$ cat config.mk
export PLATFORM = sky130hd
export DESIGN_NAME = mt9v032_timing
export DESIGN_NICKNAME = d
export VERILOG_FILES = /design/src/rtl/mt9v032_pkg.sv /design/src/rtl/mt9v032_sync_detect.sv /design/src/rtl/mt9v032_timing.sv
export SDC_FILE = /design/constraint.sdc
export NUM_CORES = 1
export LEC_CHECK = 0
export ABC_AREA = 1
export BUFFER_PORTS_ARGS = -buffer_cell sky130_fd_sc_hd__buf_2
export CAP_MARGIN = 15
export CORE_ASPECT_RATIO = 1.4
export CORE_MARGIN = 2
export CORE_UTILIZATION = 52
export CTS_CLUSTER_SIZE = 16
export DETAILED_ROUTE_END_ITERATION = 8
export PLACE_DENSITY = 0.75
export SETUP_SLACK_MARGIN = 0.02
export SLEW_MARGIN = 20
export SYNTH_ARGS = -nofsm -noshare
export SYNTH_HDL_FRONTEND = slang
export SYNTH_SLANG_ARGS = --single-unit
$ cat constraint.sdc
create_clock -name clk -period 1.7 [get_ports clk]
set_input_delay 0 -clock clk [delete_from_list [all_inputs] [get_ports clk]]
set_output_delay 0 -clock clk [all_outputs]
set_load 0.1 [all_outputs]
$ cat src/rtl/mt9v032_pkg.sv
// Shared definitions for the MT9V032 parallel-stream timing recovery block:
// word width, embedded sync prefix and codes, tracker state and decode events.
package mt9v032_pkg;

  localparam int DATA_W = 10;

  localparam logic [DATA_W-1:0] SYNC_PREFIX = 10'h3FF;
  localparam logic [DATA_W-1:0] CODE_FS     = 10'h000;
  localparam logic [DATA_W-1:0] CODE_LS     = 10'h001;
  localparam logic [DATA_W-1:0] CODE_LE     = 10'h002;
  localparam logic [DATA_W-1:0] CODE_FE     = 10'h003;

  typedef enum logic [1:0] {
    ST_HUNT  = 2'd0,
    ST_FRAME = 2'd1,
    ST_LINE  = 2'd2
  } state_t;

  // One-hot-ish view of what the current word means given the previous one.
  typedef struct packed {
    logic fs;
    logic ls;
    logic le;
    logic fe;
    logic bad;    // code word after a prefix that is not FS/LS/LE/FE
    logic dbl;    // prefix directly after a prefix
    logic pixel;  // neither a prefix nor a code word
  } sync_ev_t;

endpackage

$ cat src/rtl/mt9v032_sync_detect.sv
// Sync-code detector plus the two-word pixel holding pipeline.
// The code word is decoded combinationally against a registered
// "previous word was a prefix" flag, so the framer can act on a code in the
// same cycle it arrives while the pixel before the prefix is still held.
module mt9v032_sync_detect
  import mt9v032_pkg::*;
(
  input  logic              clk,
  input  logic              rst_n,
  input  logic [DATA_W-1:0] in_data,
  input  logic              train_done,
  input  logic              accept,
  input  logic              sof_mark,
  input  logic              flush,
  output sync_ev_t          ev,
  output logic              vld_p1,
  output logic              sof_p1,
  output logic [DATA_W-1:0] data_p1
);

  logic              pfx_p0;
  logic              vld_p0;
  logic              sof_p0;
  logic [DATA_W-1:0] data_p0;
  logic              is_pfx;

  // Classify the incoming word using the previous-prefix flag.
  always_comb begin
    is_pfx   = (in_data == SYNC_PREFIX);
    ev       = '0;
    ev.dbl   = pfx_p0 & is_pfx;
    ev.pixel = ~pfx_p0 & ~is_pfx;
    if (pfx_p0 && !is_pfx) begin
      case (in_data)
        CODE_FS: ev.fs  = 1'b1;
        CODE_LS: ev.ls  = 1'b1;
        CODE_LE: ev.le  = 1'b1;
        CODE_FE: ev.fe  = 1'b1;
        default: ev.bad = 1'b1;
      endcase
    end
  end

  // Stage p0 -> p1 control: prefix tracking and valid/sof bits.
  always_ff @(posedge clk or negedge rst_n) begin
    if (!rst_n) begin
      pfx_p0 <= 1'b0;
      vld_p0 <= 1'b0;
      vld_p1 <= 1'b0;
      sof_p0 <= 1'b0;
      sof_p1 <= 1'b0;
    end else begin
      pfx_p0 <= train_done & is_pfx;
      vld_p0 <= ~flush & accept;
      vld_p1 <= ~flush & vld_p0;
      sof_p0 <= sof_mark;
      sof_p1 <= sof_p0;
    end
  end

  // Stage p0 -> p1 data: free-running, qualified by the valid bits.
  always_ff @(posedge clk) begin
    data_p0 <= in_data;
    data_p1 <= data_p0;
  end

endmodule

$ cat src/rtl/mt9v032_timing.sv
// MT9V032 embedded-sync timing recovery: hunts for FS, tracks lines and
// frames, emits pixels with sof/eol/eof markers three clocks after input,
// and flags framing errors. Optional statistics outputs are built when
// MT9V032_TIMING_STATS_EN is defined.
module mt9v032_timing
  import mt9v032_pkg::*;
#(
  parameter int COLS = 752,
  parameter int ROWS = 480
) (
  input  logic              clk,
  input  logic              rst_n,
  input  logic [DATA_W-1:0] in_data,
  input  logic              in_train_done,
  output logic              out_valid,
  output logic [DATA_W-1:0] out_data,
  output logic              out_sof,
  output logic              out_eol,
  output logic              out_eof,
  output logic              err,
  output logic              locked
`ifdef MT9V032_TIMING_STATS_EN
  ,
  output logic [15:0]       stat_frames,
  output logic [15:0]       stat_errors,
  output logic [9:0]        stat_cols
`endif
);

  localparam int COL_W = $clog2(COLS + 1);
  localparam int ROW_W = $clog2(ROWS + 1);
  localparam logic [COL_W-1:0] COL_END  = COL_W'(COLS);
  localparam logic [ROW_W-1:0] ROW_END  = ROW_W'(ROWS);
  localparam logic [ROW_W-1:0] ROW_LAST = ROW_W'(ROWS - 1);

  state_t            state, state_nxt;
  logic [COL_W-1:0]  col_cnt;
  logic [ROW_W-1:0]  row_cnt;
  logic              sof_pend;

  sync_ev_t          ev;
  logic              vld_p1, sof_p1;
  logic [DATA_W-1:0] data_p1;

  logic fs_ok, ls_ok, le_ok, fe_ok, abort, err_c, flush, accept, eof_c;

  mt9v032_sync_detect u_sync_detect (
    .clk        (clk),
    .rst_n      (rst_n),
    .in_data    (in_data),
    .train_done (in_train_done),
    .accept     (accept),
    .sof_mark   (sof_pend),
    .flush      (flush),
    .ev         (ev),
    .vld_p1     (vld_p1),
    .sof_p1     (sof_p1),
    .data_p1    (data_p1)
  );

  // State register.
  always_ff @(posedge clk or negedge rst_n) begin
    if (!rst_n) state <= ST_HUNT;
    else        state <= state_nxt;
  end

  // Next state: losing alignment or any framing fault drops back to HUNT.
  always_comb begin
    state_nxt = state;
    if (!in_train_done || abort) begin
      state_nxt = ST_HUNT;
    end else begin
      unique case (state)
        ST_HUNT:  if (fs_ok) state_nxt = ST_FRAME;
        ST_FRAME: if (ls_ok) state_nxt = ST_LINE;
                  else if (fe_ok) state_nxt = ST_HUNT;
        ST_LINE:  if (le_ok) state_nxt = ST_FRAME;
        default:  state_nxt = ST_HUNT;
      endcase
    end
  end

  // Decode of legal/illegal events per state; HUNT ignores all but FS.
  always_comb begin
    fs_ok  = 1'b0;
    ls_ok  = 1'b0;
    le_ok  = 1'b0;
    fe_ok  = 1'b0;
    abort  = 1'b0;
    err_c  = 1'b0;
    accept = 1'b0;
    if (in_train_done) begin
      unique case (state)
        ST_HUNT: fs_ok = ev.fs;
        ST_FRAME: begin
          ls_ok = ev.ls;
          fe_ok = ev.fe & (row_cnt == ROW_END);
          abort = ev.fs | ev.le | ev.bad | (ev.fe & (row_cnt != ROW_END));
        end
        ST_LINE: begin
          accept = ev.pixel;
          le_ok  = ev.le & (col_cnt == COL_END);
          abort  = ev.fs | ev.ls | ev.fe | ev.bad | (ev.le & (col_cnt != COL_END));
        end
        default: abort = 1'b0;
      endcase
      // A doubled prefix is reported but tracking continues on the new prefix.
      err_c = abort | (ev.dbl & (state != ST_HUNT));
    end
    flush  = ~in_train_done | abort;
    eof_c  = le_ok & (row_cnt == ROW_LAST);
    locked = (state != ST_HUNT);
  end

  // Column/row counters (saturating) and pending start-of-frame marker.
  always_ff @(posedge clk or negedge rst_n) begin
    if (!rst_n) begin
      col_cnt  <= '0;
      row_cnt  <= '0;
      sof_pend <= 1'b0;
    end else begin
      if (ls_ok)                        col_cnt <= '0;
      else if (accept && col_cnt != '1) col_cnt <= col_cnt + 1'b1;
      if (fs_ok)                        row_cnt <= '0;
      else if (le_ok && row_cnt != '1)  row_cnt <= row_cnt + 1'b1;
      if (fs_ok)       sof_pend <= 1'b1;
      else if (accept) sof_pend <= 1'b0;
    end
  end

  // Output stage: held pixel leaves with eol/eof decided by this cycle's code.
  always_ff @(posedge clk or negedge rst_n) begin
    if (!rst_n) begin
      out_valid <= 1'b0;
      out_data  <= '0;
      out_sof   <= 1'b0;
      out_eol   <= 1'b0;
      out_eof   <= 1'b0;
      err       <= 1'b0;
    end else begin
      err <= err_c;
      if (flush) begin
        out_valid <= 1'b0;
        out_sof   <= 1'b0;
        out_eol   <= 1'b0;
        out_eof   <= 1'b0;
      end else begin
        out_valid <= vld_p1;
        out_sof   <= vld_p1 & sof_p1;
        out_eol   <= vld_p1 & le_ok;
        out_eof   <= vld_p1 & eof_c;
        if (vld_p1) out_data <= data_p1;
      end
    end
  end

`ifdef MT9V032_TIMING_STATS_EN
  // Wrapping frame/error counters and last measured line length.
  always_ff @(posedge clk or negedge rst_n) begin
    if (!rst_n) begin
      stat_frames <= '0;
      stat_errors <= '0;
      stat_cols   <= '0;
    end else begin
      if (fe_ok) stat_frames <= stat_frames + 16'd1;
      if (err_c) stat_errors <= stat_errors + 16'd1;
      if (in_train_done && state == ST_LINE && ev.le) stat_cols <= 10'(col_cnt);
    end
  end
`endif

endmodule

==> results of run 1 <==
[worst min-delay path by stage]
stage / start / end / slack (ps) / depth (start not counted)
finish: in_data[4] / u_sync_detect.pfx_p0$_DFF_PN0_ / 120 / 5
floorplan: rst_n / col_cnt[0]$_DFFE_PN0P_ / -300 / 0
global route: in_train_done / err$_DFF_PN0_ / 140 / 3
CTS: in_data[6] / u_sync_detect.pfx_p0$_DFF_PN0_ / 90 / 5
global placement: rst_n / out_data[4]$_DFFE_PN0P_ / 90 / 2
detailed placement: rst_n / out_data[4]$_DFFE_PN0P_ / 100 / 2
[stage by stage]
stage | instances | hold WS [ps]
6_report | 487 | 120
5_1_grt | 487 | 140
4_1_cts | 473 | 91.5
3_5_place_dp | 443 | 98.8
3_3_place_gp | 443 | 94.3
2_1_floorplan | 330 | -296
[layout make-up]
class                      count  share of cell area (%)
sequential                    62                    37.2
clock buffer                   9                    3.17
multi-input combinational    220                    36.3
clock inverter                 7                    1.89
tap                           66                    2.11
timing repair buffer          79                    15.1
inverter                      44                    4.29
[cells in the mapped netlist (3+ instances only)]
master | instances | area, um^2
a21oi_1 | 9 | 45.0
dfrtp_1 | 42 | 1050
dfxtp_1 | 20 | 400
ha_1 | 9 | 113
inv_1 | 41 | 154
inv_2 | 3 | 11.3
nand2_1 | 74 | 278
nand2_2 | 4 | 25.0
nand3_1 | 19 | 95.1
nand3_2 | 4 | 40.0
nand4_1 | 22 | 138
nor2_1 | 34 | 128
nor2_2 | 5 | 31.3
nor2_4 | 4 | 45.0
nor3_1 | 10 | 50.1
nor4_1 | 4 | 25.0
o21ai_0 | 5 | 25.0
o21ai_1 | 4 | 20.0
xor2_1 | 4 | 35.0
[sequential cells by signal, summed over array words and instances (netlist names), 2 cells and up]
| signal | count |
|---|---|
| u_sync_detect.data_p0 | 10 |
| out_data | 10 |
| state | 2 |
| row_cnt | 9 |
| u_sync_detect.data_p1 | 10 |
| col_cnt | 10 |
[power groups by stage]
stage	combinational (mW)	clock, mW	sequential [mW]
after global routing	2.25	1.37	1.89
after CTS	1.86	1.29	1.83
after floorplan	0.513	0	2.73
after detailed placement	1.83	0	1.86
final	2.12	1.27	1.86
after global placement	1.81	0	1.85
[repair_timing]
action,in CTS,in global routing
resized for setup,6,62
pin swaps,2,27
cloned,0,2
hold buffers,11,0
setup buffers,3,12
endpoints found under the hold margin,52,0
setup endpoints to repair,16,37
[cell families after synthesis]
group | Yosys count | synth area share (%)
AOI/OAI and AO/OA | 18 | 3.18
xor gates and xnor gates | 5 | 1.55
adders and majority gates | 9 | 3.98
buffers and inverters | 49 | 7.16
DFF | 62 | 51.3
and+or+nand+nor | 187 | 32.8
[critical path: cells and delay by family (launching register included)]
kind	cells	cell delay [ps]
AND/OR/NAND/NOR	9	1190
flip-flops	1	410
[layer usage]
| layer | wire (um) | global-route usage [%] | vias up | share of wire [%] |
|---|---|---|---|---|
| met5 | 0 | 0 | - | 0 |
| met1 | 2670 | 24.8 | 1191 | 40 |
| met4 | 110 | 8.16 | 0 | 1.7 |
| met2 | 3620 | 38.3 | 47 | 55 |
| li1 | - | - | 1243 | - |
| met3 | 217 | 6.07 | 12 | 3.3 |
==> flow_summary.toml, run 1 <==
[floorplanning]
rows = 31
die_h_um = 91.3
core_area_um2 = 5200
initial_core_util_pct = 54.5
die-area_um2 = 6060
ios = 29
die_w_um = 66.4

[yosys]
synth_cells = 330
postSynth.asyncResetShare_pct = 67.7
yosys_warnings = 0
synth_cell_types = 29
netlist_area_um2 = 2830
synth-main-ff-cell = "dfrtp_1"
synth_edf_count = 0
ys_ff_latch = 62
ys_seq_area_share_pct = 51.3
synth_fp_nets = 352
postSynthAreaPerCell_um2 = 8.58

[final_layout]
fillers = 363
regArea_um2 = 1450
final_common_cell = "nand2_1"
fin_area_um2 = 3910
drive_gt1_share_pct = 36.6
area.growth.synth_to_final_pct = 38.0
utilization_pct = 75.1
layout_common_cells = "65 x nand2_1, 42 x dfrtp_1, 38 x inv_1, 34 x buf_4, 30 x nor2_1"
n_antenna_cell = 0
final_nets = 438
multiInputGateArea_um2 = 1420

[grt]
grt_first_pass_wirelength_um = 10100
grt_max_degree = 43
grt_pass1_vias = 2276
overflow = 0
antenna_found_initial = 0
grt_util_all_layers_pct = 21.9

[setup_path]
cp_cell_sequence = "nand2_2 -> nor2_4 -> nand4_1 -> nor3_2 -> nand3_2 -> nor2_4 -> nand2_4 -> nand3_2 -> nand2_1"
crit_end = "row_cnt[6]$_DFFE_PN0P_"
slowest_stage = "dfrtp_1"
rr_endpoint = "row_cnt[6]$_DFFE_PN0P_"
slowest_delay_ps = 410
crit_type = "reg2reg"
reg2reg_from = "col_cnt[5]$_DFFE_PN0P_"
critPathLaunchType = "flip-flop"
cp-startpoint = "col_cnt[5]$_DFFE_PN0P_"
cp-end-kind = "flip-flop"
r2r_slack_ps = -20
cp_data_arrival_time_ps = 1940
path_max_fanout = 5
ff2ff_path_depth = 9
worstPathRequired_ps = 1930

[job]
cap_viol_max_count = 0

[drt]
drt.antenna.violating_nets = 0
wl_per_cell_um = 13.6
viasPerCell = 5.12
remaining_drc_errors = 0
wirelength_um = 6610
vias = 2493
drt-initial-drc-count = 142
drtPass1Iterations = 4

[clocking]
path_clk_slew_ps = 70
htreeDepth = 3
cts.sinks = 62
clock_latency_ps = 340
cts_root_buf = "clkbuf_8"
cts_tree = "built"
numCtsBuffers = 9
cts_buffer_depth = 2

[pwr]
total_power_mw = 5.25
pwr-share-clk_pct = 24.1
p_switching_mw = 2.31
swShare_pct = 44.0
leakagePower_nw = 1.94
p_comb_share_pct = 40.4
internal-power_mw = 2.94
powerDensity_nw_per_um2 = 1340
pwr-share-seq_pct = 35.5
max-vdd-ir-drop_mv = 1.22

[timing]
max_freq_mhz = 583
setup_slack_ps = -15.5
setup_viol = 2
maxSlewViolCount = 0
finalCritPeriodShare_pct = 101
final.setup_skew_ps = 5.77
rsz0062_at_grt = "yes"
final-hold-violation-count = 0
tns_ps = -20.6
timing.slew.headroom_pct = 63.5
tightest_slew_ps = 547
fin_crit_ps = 1720

[placed_design]
dpl_worst_slack_ps = -55.4
port-buffer-count = 28
hpwlAfterDp_um = 4070
gp_congestion = 0.884
placed_area_um2 = 3200

[worst_hold_path]
hold_class = "in2reg"

[status]
status = "finished, violations left"
violations = "setup timing"
Note: power is estimated with default switching activity, not from simulation.
==> inputs of run 2 (changes only) <==
--- a/config.mk
+++ b/config.mk
@@ -9,7 +9,6 @@
 export BUFFER_PORTS_ARGS = -buffer_cell sky130_fd_sc_hd__buf_2
 export CAP_MARGIN = 15
 export CORE_ASPECT_RATIO = 1.4
-export CORE_MARGIN = 2
 export CORE_UTILIZATION = 52
 export CTS_CLUSTER_SIZE = 16
 export DETAILED_ROUTE_END_ITERATION = 8
==> run 2 against run 1 <==
Against the previous run:
- the flow still finishes with violations (setup timing)
- first-iteration DRC count increased by 43%
- clock skew increased by 2.3 ps
- clock power about the same
- combinational power decreased by 7%
- global-route usage increased by 2.7 points
- clock-buffer cell count increased by 2
- flip-flop and latch count unchanged
- routed wire length increased by 2.7%
- die area decreased by 5.1%
- hold slack improved by 33 ps
- sequential power about the same
- utilization decreased by 4.0 points
- critical endpoint is now out_data[2]$_DFFE_PN0P_
- highest routed layer unchanged
==> flow_summary.toml, run 2 (synthesis gave the netlist of run 1 again) <==
[pwr]
p_comb_share_pct = 38.4
internal-power_mw = 2.88
pwr-share-clk_pct = 25.2
swShare_pct = 43.8
leakagePower_nw = 1.86
p_switching_mw = 2.25
max-vdd-ir-drop_mv = 0.740
powerDensity_nw_per_um2 = 1390
pwr-share-seq_pct = 36.5

[drt]
wirelength_um = 6790
viasPerCell = 5.23
routedLengthMet1_um = 2660
dr.max_layer_used = "met4"
drtPass1Iterations = 4
met2_length_um = 3730
met3_length_um = 248
drt-initial-drc-count = 203
vias = 2484
drt.antenna.violating_nets = 0
remaining_drc_errors = 0
wl_per_cell_um = 14.3

[clocking]
numCtsBuffers = 9
path_clk_slew_ps = 70
cts.sinks = 62
cts_tree = "built"
cts_buffer_depth = 2
clock_latency_ps = 340
cts_root_buf = "clkbuf_8"
htreeDepth = 3

[setup_path]
path_max_fanout = 7
cp_data_arrival_time_ps = 2030
cp-end-kind = "flip-flop"
worstPathRequired_ps = 1980
ff2ff_path_depth = 13
crit_type = "reg2reg"
critPathLaunchType = "flip-flop"

[status]
status = "finished, violations left"
violations = "setup timing"

[final_layout]
area.growth.synth_to_final_pct = 30.6
fin_area_um2 = 3700
drive_gt1_share_pct = 31.8
final_nets = 426
final_common_cell = "nand2_1"
layout_common_cells = "63 x nand2_1, 42 x dfrtp_1, 38 x inv_1, 29 x nor2_1, 28 x buf_4"
utilization_pct = 71.1
n_antenna_cell = 0

[floorplanning]
die_h_um = 89.3
die_w_um = 64.4
rows = 31
core_area_um2 = 5200
die-area_um2 = 5750
initial_core_util_pct = 54.5
ios = 29

[job]
cap_viol_max_count = 0

[timing]
rsz0062_at_grt = "yes"
tightest_slew_ps = 566
maxSlewViolCount = 0
tns_ps = -311
max_freq_mhz = 570
setup_slack_ps = -55.4
finalCritPeriodShare_pct = 103
fin_crit_ps = 1760
setup_viol = 12
timing.slew.headroom_pct = 62.3
final-hold-violation-count = 0
final.setup_skew_ps = 8.05

[grt]
grt_first_pass_wirelength_um = 10400
grt_pass1_vias = 2378
antenna_found_initial = 0
grt_max_degree = 43
overflow = 0
grt_util_all_layers_pct = 24.6

[worst_hold_path]
hold_class = "in2reg"
hold_depth = 4

[placed_design]
gp_congestion = 0.854
hpwlAfterDp_um = 4080
port-buffer-count = 28
placed_area_um2 = 3160
==> run 2: power by group through the flow <==
stage               logic (mW)  registers [mW]  clock network, mW
global route              2.09            1.90               1.38
finish                    1.97            1.87               1.29
detailed placement        1.79            1.87                  0
CTS                       1.83            1.85               1.31
global placement          1.75            1.86                  0
floorplan                0.513            2.73                  0
==> run 2: timing repair <==
action,4_1_cts,5_1_grt
resized for setup,16,26
setup buffers,2,6
setup endpoints to repair,20,36
hold buffers,11,0
pin swaps,5,15
hold endpoints to repair,52,0
gates cloned,2,0
==> run 2: cell type report <==
class,count,area [um^2]
sequential,62,1450
timing repair buffer,67,467
multi-input combinational,220,1330
inverter,44,165
tap,66,82.6
clock buffer,11,141
clock inverter,5,58.8
fill,398,1500
==> run 2: final timing paths <==
path / startpoint / to / slack, ps
worst min-delay path: in_train_done / col_cnt[0]$_DFFE_PN0P_ / 150
min in group asynchronous: rst_n / out_data[5]$_DFFE_PN0P_ / 250
worst max register to register: row_cnt[0]$_DFFE_PN0P_ / out_data[2]$_DFFE_PN0P_ / -60
max in group asynchronous: rst_n / out_data[3]$_DFFE_PN0P_ / 1060
worst max-delay path: row_cnt[0]$_DFFE_PN0P_ / out_data[2]$_DFFE_PN0P_ / -60
worst min register to register: u_sync_detect.data_p0[5]$_DFF_P_ / u_sync_detect.data_p1[5]$_DFF_P_ / 330
==> run 2: worst max-delay path, stage by stage (launching register included) <==
cell and delay (ps):
dfrtp_1 420, inv_1 80, ha_1 140, nand2_1 50, inv_1 50, nand2_1 50, nor2_2 120, nand3_1 100
nand2_2 90, nand2_2 70, nand3_4 160, buf_4 170, nand4_1 90, nand2_1 110
==> run 2: per-stage QoR <==
stage,total power [mW],std cells,worst slack [ps],hold WS (ps)
after floorplan,3.25,330,25.6,-296
after global placement,3.61,438,-41.1,94.4
after detailed placement,3.65,438,-153,97.5
after CTS,5.00,469,0.755,86.1
after global routing,5.36,475,-138,144
final,5.13,475,-55.4,153
==> run 2: routing by layer <==
metal	track usage, %	up-vias
met5	0	-
met4	15.2	0
met3	5.74	16
met2	44.7	60
met1	25.5	1189
li1	-	1219
